$ cat src/rtl/ctrl_pipe.sv
// ctrl_pipe: carries the decode control word through the EX/MEM/WB registers, generating the decode stall and branch redirect.
// Define CTRL_PIPE_MUL_MC_EN to make a MUL hold EX for MUL_CYCLES cycles; otherwise MUL is single-cycle.
module ctrl_pipe #(
   parameter int MUL_CYCLES = 3
) (
   input  logic       clk,
   input  logic       reset,
   input  logic       id_valid,
   input  logic [8:0] id_ctrl,
   input  logic [4:0] id_rd,
   input  logic       id_mul,
   input  logic       ex_zero,
   input  logic       mem_busy,
   output logic       id_stall,
   output logic       redirect,
   output logic       ex_valid,
   output logic [8:0] ex_ctrl,
   output logic [4:0] ex_rd,
   output logic       mem_valid,
   output logic       mem_read,
   output logic       mem_write,
   output logic       mem_word,
   output logic [4:0] mem_rd,
   output logic       wb_valid,
   output logic       wb_reg_write,
   output logic       wb_mem_to_reg,
   output logic [4:0] wb_rd
);
   localparam int B_BRANCH     = 7;
   localparam int B_MEM_READ   = 6;
   localparam int B_MEM_TO_REG = 5;
   localparam int B_MEM_WRITE  = 4;
   localparam int B_REG_WRITE  = 2;
   localparam int B_JUMP       = 1;
   localparam int B_WORD       = 0;

   logic [8:0] mem_ctrl;
   logic [8:0] wb_ctrl;
   logic       ex_mul;
   logic       mem_hold;
   logic       ex_hold;
   logic       take;

   assign mem_hold = mem_valid & mem_busy & (mem_ctrl[B_MEM_READ] | mem_ctrl[B_MEM_WRITE]);
   assign take     = ex_valid & (ex_ctrl[B_JUMP] | (ex_ctrl[B_BRANCH] & ex_zero));
   assign id_stall = mem_hold | ex_hold;
   // A branch held in EX must not redirect until it actually leaves.
   assign redirect = take & ~id_stall;

`ifdef CTRL_PIPE_MUL_MC_EN
   localparam int CW = (MUL_CYCLES > 1) ? $clog2(MUL_CYCLES) : 1;
   logic [CW-1:0] mul_cnt;

   assign ex_hold = ex_valid & ex_mul & (mul_cnt != '0);

   always_ff @(posedge clk) begin
      if (reset)
         mul_cnt <= '0;
      else if (~id_stall & id_valid & ~take & id_mul)
         mul_cnt <= CW'(MUL_CYCLES - 1);
      else if (mul_cnt != '0)
         mul_cnt <= mul_cnt - 1'b1;
   end
`else
   localparam int unused_mul_cycles = MUL_CYCLES;
   logic unused_mul;
   assign unused_mul = ex_mul;
   assign ex_hold    = 1'b0;
`endif

   always_ff @(posedge clk) begin
      if (reset) begin
         ex_valid <= 1'b0;
         ex_ctrl  <= '0;
         ex_rd    <= '0;
         ex_mul   <= 1'b0;
      end else if (~id_stall) begin
         ex_valid <= id_valid & ~take;
         ex_ctrl  <= id_ctrl;
         ex_rd    <= id_rd;
         ex_mul   <= id_mul;
      end
   end

   always_ff @(posedge clk) begin
      if (reset) begin
         mem_valid <= 1'b0;
         mem_ctrl  <= '0;
         mem_rd    <= '0;
      end else if (~mem_hold) begin
         if (ex_hold) begin
            mem_valid <= 1'b0;
         end else begin
            mem_valid <= ex_valid;
            mem_ctrl  <= ex_ctrl;
            mem_rd    <= ex_rd;
         end
      end
   end

   always_ff @(posedge clk) begin
      if (reset) begin
         wb_valid <= 1'b0;
         wb_ctrl  <= '0;
         wb_rd    <= '0;
      end else if (mem_hold) begin
         wb_valid <= 1'b0;
      end else begin
         wb_valid <= mem_valid;
         wb_ctrl  <= mem_ctrl;
         wb_rd    <= mem_rd;
      end
   end

   assign mem_read      = mem_valid & mem_ctrl[B_MEM_READ];
   assign mem_write     = mem_valid & mem_ctrl[B_MEM_WRITE];
   assign mem_word      = mem_valid & mem_ctrl[B_WORD];
   assign wb_reg_write  = wb_valid & wb_ctrl[B_REG_WRITE];
   assign wb_mem_to_reg = wb_valid & wb_ctrl[B_MEM_TO_REG];

   // WB only consumes two fields of the word; the rest travel along for visibility.
   logic unused_wb;
   assign unused_wb = &{1'b0, wb_ctrl[8:6], wb_ctrl[4:3], wb_ctrl[1:0]};
endmodule

$ cat config.mk
export PLATFORM = sky130hd
export DESIGN_NAME = ctrl_pipe
export DESIGN_NICKNAME = d
export VERILOG_FILES = /design/src/rtl/ctrl_pipe.sv
export SDC_FILE = /design/constraint.sdc
export NUM_CORES = 1
export LEC_CHECK = 0
export BUFFER_PORTS_ARGS = -buffer_cell sky130_fd_sc_hd__buf_2
export CAP_MARGIN = 20
export CORE_MARGIN = 5
export CORE_UTILIZATION = 40
export CTS_BUF_LIST = sky130_fd_sc_hd__clkbuf_4
export DETAILED_ROUTE_END_ITERATION = 12
export GPL_ROUTABILITY_DRIVEN = 0
export HOLD_SLACK_MARGIN = 0.08
export PLACE_DENSITY = 0.68
export SLEW_MARGIN = 10
export SYNTH_ARGS = -nofsm -noshare
export SYNTH_HDL_FRONTEND = slang
export SYNTH_SLANG_ARGS = --single-unit
$ cat constraint.sdc
create_clock -name clk -period 1.2 [get_ports clk]
set_input_delay 0.12 -clock clk [delete_from_list [all_inputs] [get_ports clk]]
set_output_delay 0.12 -clock clk [all_outputs]
set_load 0.03 [all_outputs]
* Word level (Yosys, flattened, before mapping)
Index checks and enable logic that the tools add are counted.
** Storage, ports and cells
- Latch bits :: 0
- Bits in read-only memories :: 0
- Logic and storage cells :: 25
- Register bits after elaboration :: 40
- Memories :: 0
- RAM bits :: 0
- Bits of input ports :: 20
** Cells by class
- Multipliers :: 0
- Muxes and demuxes :: 0
- Div/mod/pow operators :: 0
- $lt $le $gt $ge :: 0
- Reductions and logical operators :: 1
- Eq/ne operators :: 0
- Shift operators :: 0
- Add/subtract/negate cells :: 0
- Bitwise operators :: 15
** Operators with widths (number)
- $and A1 B1 Y1 :: 11
- $not A1 Y1 :: 2
- $or A1 B1 Y1 :: 2
- $reduce_or A2 Y1 :: 1

* Longest topological paths before layout
- Depth after elaboration :: 5
- Gate-level depth with buffers :: 5
- Mapped depth without buffers :: 4

* Worst setup path after synthesis
No wires, ideal clock.
- Path type :: register -> output
- Start :: register mem_valid
- End :: output redirect
- Arrival time :: 1.321 ns
- Slack :: -0.241 ns
- Data required time :: 1.080 ns
- Cell stages (with the launch flop) :: 5
- Cell sequence :: dfxtp_1 o211ai_4 inv_6 buf_12 nor3_2
** Between the ends
- Longest elaborated chain between the ends :: 4
** RTL lines
- from (decl) :: RTL line 19 : output logic mem_valid,
- from (signal assigned) :: RTL line 94 : mem_valid <= ex_valid;
- $and A1 B1 Y1 (2 in series) :: RTL line 44 : assign mem_hold = mem_valid & mem_busy & (mem_ctrl[B_MEM_READ] | mem_ctrl[B_MEM_WRITE]);
- named net id_stall :: RTL line 14 : output logic id_stall,
- $not A1 Y1
- $and A1 B1 Y1 :: RTL line 48 : assign redirect = take & ~id_stall;
- to (decl) :: RTL line 15 : output logic redirect,
The timed path passes the listed nets, and every way through them passes these cells.

* Worst setup path in the final report
- Start :: register mem_ctrl[6]
- End :: output id_stall
** Between the ends
- Longest elaborated chain between the ends :: 2
** RTL lines
- from (decl) :: RTL line 37 : logic [8:0] mem_ctrl;
- from (signal assigned) :: RTL line 95 : mem_ctrl <= ex_ctrl;
- $or A1 B1 Y1 :: RTL line 44
- $and A1 B1 Y1 :: RTL line 44
- to (decl) :: RTL line 14
Every way passes these cells.

==> results.md <==
- Data on the critical path arrives at its endpoint at ~1300 ps.
- The mean instance size in the synthesized netlist is ~8.8 µm².
- Summed over all nets, the half-perimeter wirelength after detailed placement is approximately 2.1 mm.
- The tree is rooted in a sky130_fd_sc_hd__clkbuf_4.
- The number of antenna diodes in the final layout is 0.
- The worst min-delay path startpoint is mem_busy.
- The class of the worst hold path is in -> reg.
- At the pin with the least slew margin, the transition time is 342.6 ps.
- Before antenna repair, the detailed router went through 4 iterations.
- The total clock sinks is 34.
- The number of antenna violations at the first check in global routing came to 0.
- The vertical die dimension is roughly 68 µm.
- The highest ir drop seen on vdd is approximately 0.00054 V.
- The max-cap violation count is 0.
- The via-per-instance ratio is approximately 4.3.
- The H-tree depth reported by CTS is 2.
- The total net switching power is roughly 0.00062 W.
- The total area inside the core boundary comes to about 0.0033 mm².
- Across every metal layer, demand over resource in global routing totals around 15%.
- The insertion delay of the later-clocked pin in the worst-skew pair is roughly 330 ps.
- The cell type contributing the most total cell area after synthesis is sky130_fd_sc_hd__dfxtp_1.
- The worst slew slack as a fraction of its limit is between 70 and 80%.
- Dividing total power by cell area gives a power density of between 1000 and 1500 mW/mm².
- In the routed design, unresolved DRC markers number 0.
- STA puts the critical path data required time at 1080 ps.
- Timing would allow up to 0.7254 GHz.
- The total die area is between 0.004 and 0.005 mm².
- Measured along the x axis, the die boundary spans ~68 µm.
- The number of register bits inferred by synthesis is 34.
- The netlist uses 18 different library cells.
- In this run the deepest clock path goes through 2 buffers.
- The share of cells above drive strength 1 is 41.92%.
- Along the worst path, the maximum fanout reaches 11.
- The detail route stage leaves a number of antenna-violating nets equal to 0.
- For this configuration, the core starts out at a cell density of between 40% and 50%.
- Sorting the synthesized cells by area gives the leading types as sky130_fd_sc_hd__dfxtp_1, sky130_fd_sc_hd__nand2_1, sky130_fd_sc_hd__a21oi_2, sky130_fd_sc_hd__a21oi_1, sky130_fd_sc_hd__buf_6.
- The post-synthesis cell area is 0.001345 mm².
- The number of hold violations in the final report was 0.
- The net count of the finished layout is 248.
- The non-filler instance count after layout is approximately 280.
- STA classifies the critical path startpoint as a register.
- The I/O pin count is 54.
- After clock tree synthesis, the clock-pin slew on the worst setup and hold paths is 90 ps.
- The number of buffers added by the clock tree synthesis step is 5.
- The cell count after synthesis is approximately 150.
- The kind of end point of the critical path is an output port.
- From synthesis to final layout, the design area changed by 45.12%.
- The proportion of power drawn by combinational gates is between 10% and 20%.
- The worst slack after detailed placement is -16.05 ps.
- TritonCTS built the clock tree.
- When the netlist entered floorplanning its net count stood at ~170.
- The first global-routing pass estimated a little over 5 mm of wire.
- In the finished design, the share of the clock period the worst path needs comes to 114.9%.
- The row count is 21.
- In the final routed layout, each cell accounts on average for between 10 and 15 µm.
- The register area share after synthesis is 50.60%.
- Setup violations remaining at the end of the flow were counted as 10.
- Net switching is ~29% of the power.
- The origin of the worst setup path is mem_ctrl[6].
- The setup clock skew after layout is roughly 14 ps.
- The total of buffers placed on input and output ports is 52.
- In this run, the clock network consumes approximately 28% of the power.
- The part of the total power dissipated in sequential elements is 56.3%.
- The start of the worst register-to-register path is mem_ctrl[6].
- Setup repair after global routing could not meet its margin everywhere.
- The via count of the first global-routing pass is approximately 1,100.
- In the final timing run, aggregate negative setup slack is -459.9 ps.
- The share of synthesized area in the top cell type comes to between 50 and 60%.
- The DRC marker count from the first detailed-route iteration is 35.
- The Yosys step of the flow raised 0 warnings.
- The worst hold margin is 126.8 ps.
- Once placement completed, the tool counted placed cells totaling 248.
- The run finished, with violations left.
- The internal power of the cells totals 0.001540 W.
- The checks that failed: setup timing.
- The final routed wirelength across all metal layers is ~3.2 mm.
- The largest net degree at the start of global routing is 22.
- For this design the static power due to leakage is ~0.88 nW.
- Detailed routing inserted a total of about 1,200 vias.
- The critical path start-end classification is reg -> out.
- The post-route worst setup slack is -178.6 ps.
- The max-slew violation count came to 0.
- The routed design could run at a clock period as short as approximately 1400 ps.
- After global routing the overflow that remains totals 0.
routing by layer:
layer,track usage [%],vias to the layer above,routed length [µm]
met5,0,-,0
met2,23.10,24,1565
met4,7.444,0,53
li1,-,643,-
met3,2.463,5,127
met1,19.44,520,1493
cells in the final DEF, fill, tap and decap left out, types with 2 or more instances in the layout:
cell	count
sky130_fd_sc_hd__dfxtp_2	2
sky130_fd_sc_hd__dlygate4sd3_1	16
sky130_fd_sc_hd__buf_4	6
sky130_fd_sc_hd__dfxtp_1	31
sky130_fd_sc_hd__nand3_1	2
sky130_fd_sc_hd__nand2_1	61
sky130_fd_sc_hd__clkbuf_4	5
sky130_fd_sc_hd__a21oi_1	18
sky130_fd_sc_hd__a21oi_2	16
sky130_fd_sc_hd__buf_2	47
sky130_fd_sc_hd__and2_1	2
sky130_fd_sc_hd__and2_4	3
sky130_fd_sc_hd__buf_6	8
area by class of cell:
class | count | area [µm²]
repair buffers | 79 | 575.6
clock inverters | 3 | 16.27
clock buffers | 5 | 37.54
well taps | 46 | 57.56
flip-flops and latches | 34 | 686.9
fillers | 298 | 1333
multi-input cells | 106 | 565.5
inverters | 2 | 12.51
worst paths after layout:
path	end	slack (ps)	cells past startpoint
setup / recovery	id_stall	-180	4
hold / removal	mem_ctrl[4]	130	3
setup reg to reg	ex_valid	-40	5
hold reg to reg	wb_ctrl[5]	450	2
kinds of logic after synthesis:
group	after synthesis	share of synthesized area, %
AOI/OAI and AO/OA	36	18.98
buffers and inverters	12	8.371
DFF	34	50.60
and+or+nand+nor	70	22.05
registers in the layout, summed over array words and instances, names as in the netlist:
name and flops:
mem_ctrl 5, mem_rd 5, wb_valid 1, ex_valid 1, ex_rd 5, mem_valid 1
ex_ctrl 9, wb_ctrl 2, wb_rd 5
power by group through the flow:
stage / Combinational, W / Sequential, W / Clock, W
6_report: 0.000340 / 0.00122 / 0.000602
5_1_grt: 0.000368 / 0.00122 / 0.000683
4_1_cts: 0.000337 / 0.00122 / 0.000618
3_5_place_dp: 0.000287 / 0.00124 / 0
3_3_place_gp: 0.000284 / 0.00124 / 0
2_1_floorplan: 0.000105 / 0.00133 / 0
critical path, stage by stage (launching register included):
cell	delay [ps]
sky130_fd_sc_hd__dfxtp_2	350
sky130_fd_sc_hd__o211ai_4	250
sky130_fd_sc_hd__inv_6	60
sky130_fd_sc_hd__buf_6	140
sky130_fd_sc_hd__buf_6	140
per-stage QoR:
step	cell area [µm²]	power [W]	util (%)
floorplan	1354	0.001431	-
global placement	1632	0.001526	49.68
detailed placement	1632	0.001530	49.68
CTS	1912	0.002173	58.21
global route	1952	0.002274	59.43
finish	1952	0.002158	59.43
synth_stat cells:
cell                        n
sky130_fd_sc_hd__clkbuf_1   3
sky130_fd_sc_hd__buf_6      3
sky130_fd_sc_hd__o211ai_4   1
sky130_fd_sc_hd__inv_1      1
sky130_fd_sc_hd__nor3b_2    1
sky130_fd_sc_hd__and2_2     3
sky130_fd_sc_hd__buf_2      1
sky130_fd_sc_hd__nand2_1   61
sky130_fd_sc_hd__o211ai_1   1
sky130_fd_sc_hd__buf_8      2
sky130_fd_sc_hd__nand3_1    2
sky130_fd_sc_hd__dfxtp_1   34
sky130_fd_sc_hd__nor3_2     1
sky130_fd_sc_hd__a21oi_1   19
sky130_fd_sc_hd__a21oi_2   15
sky130_fd_sc_hd__and2_1     2
sky130_fd_sc_hd__buf_12     1
sky130_fd_sc_hd__inv_6      1
repair_timing:
item | in CTS | in global routing
hold buffers | 16 | 0
resized for setup | 18 | 4
setup endpoints to repair | 22 | 32
buffers inserted | 2 | 1
endpoints found under the hold margin | 19 | 0
pin swaps | 4 | 2
cloned | 0 | 1
Power figures use the tool's default switching activity.
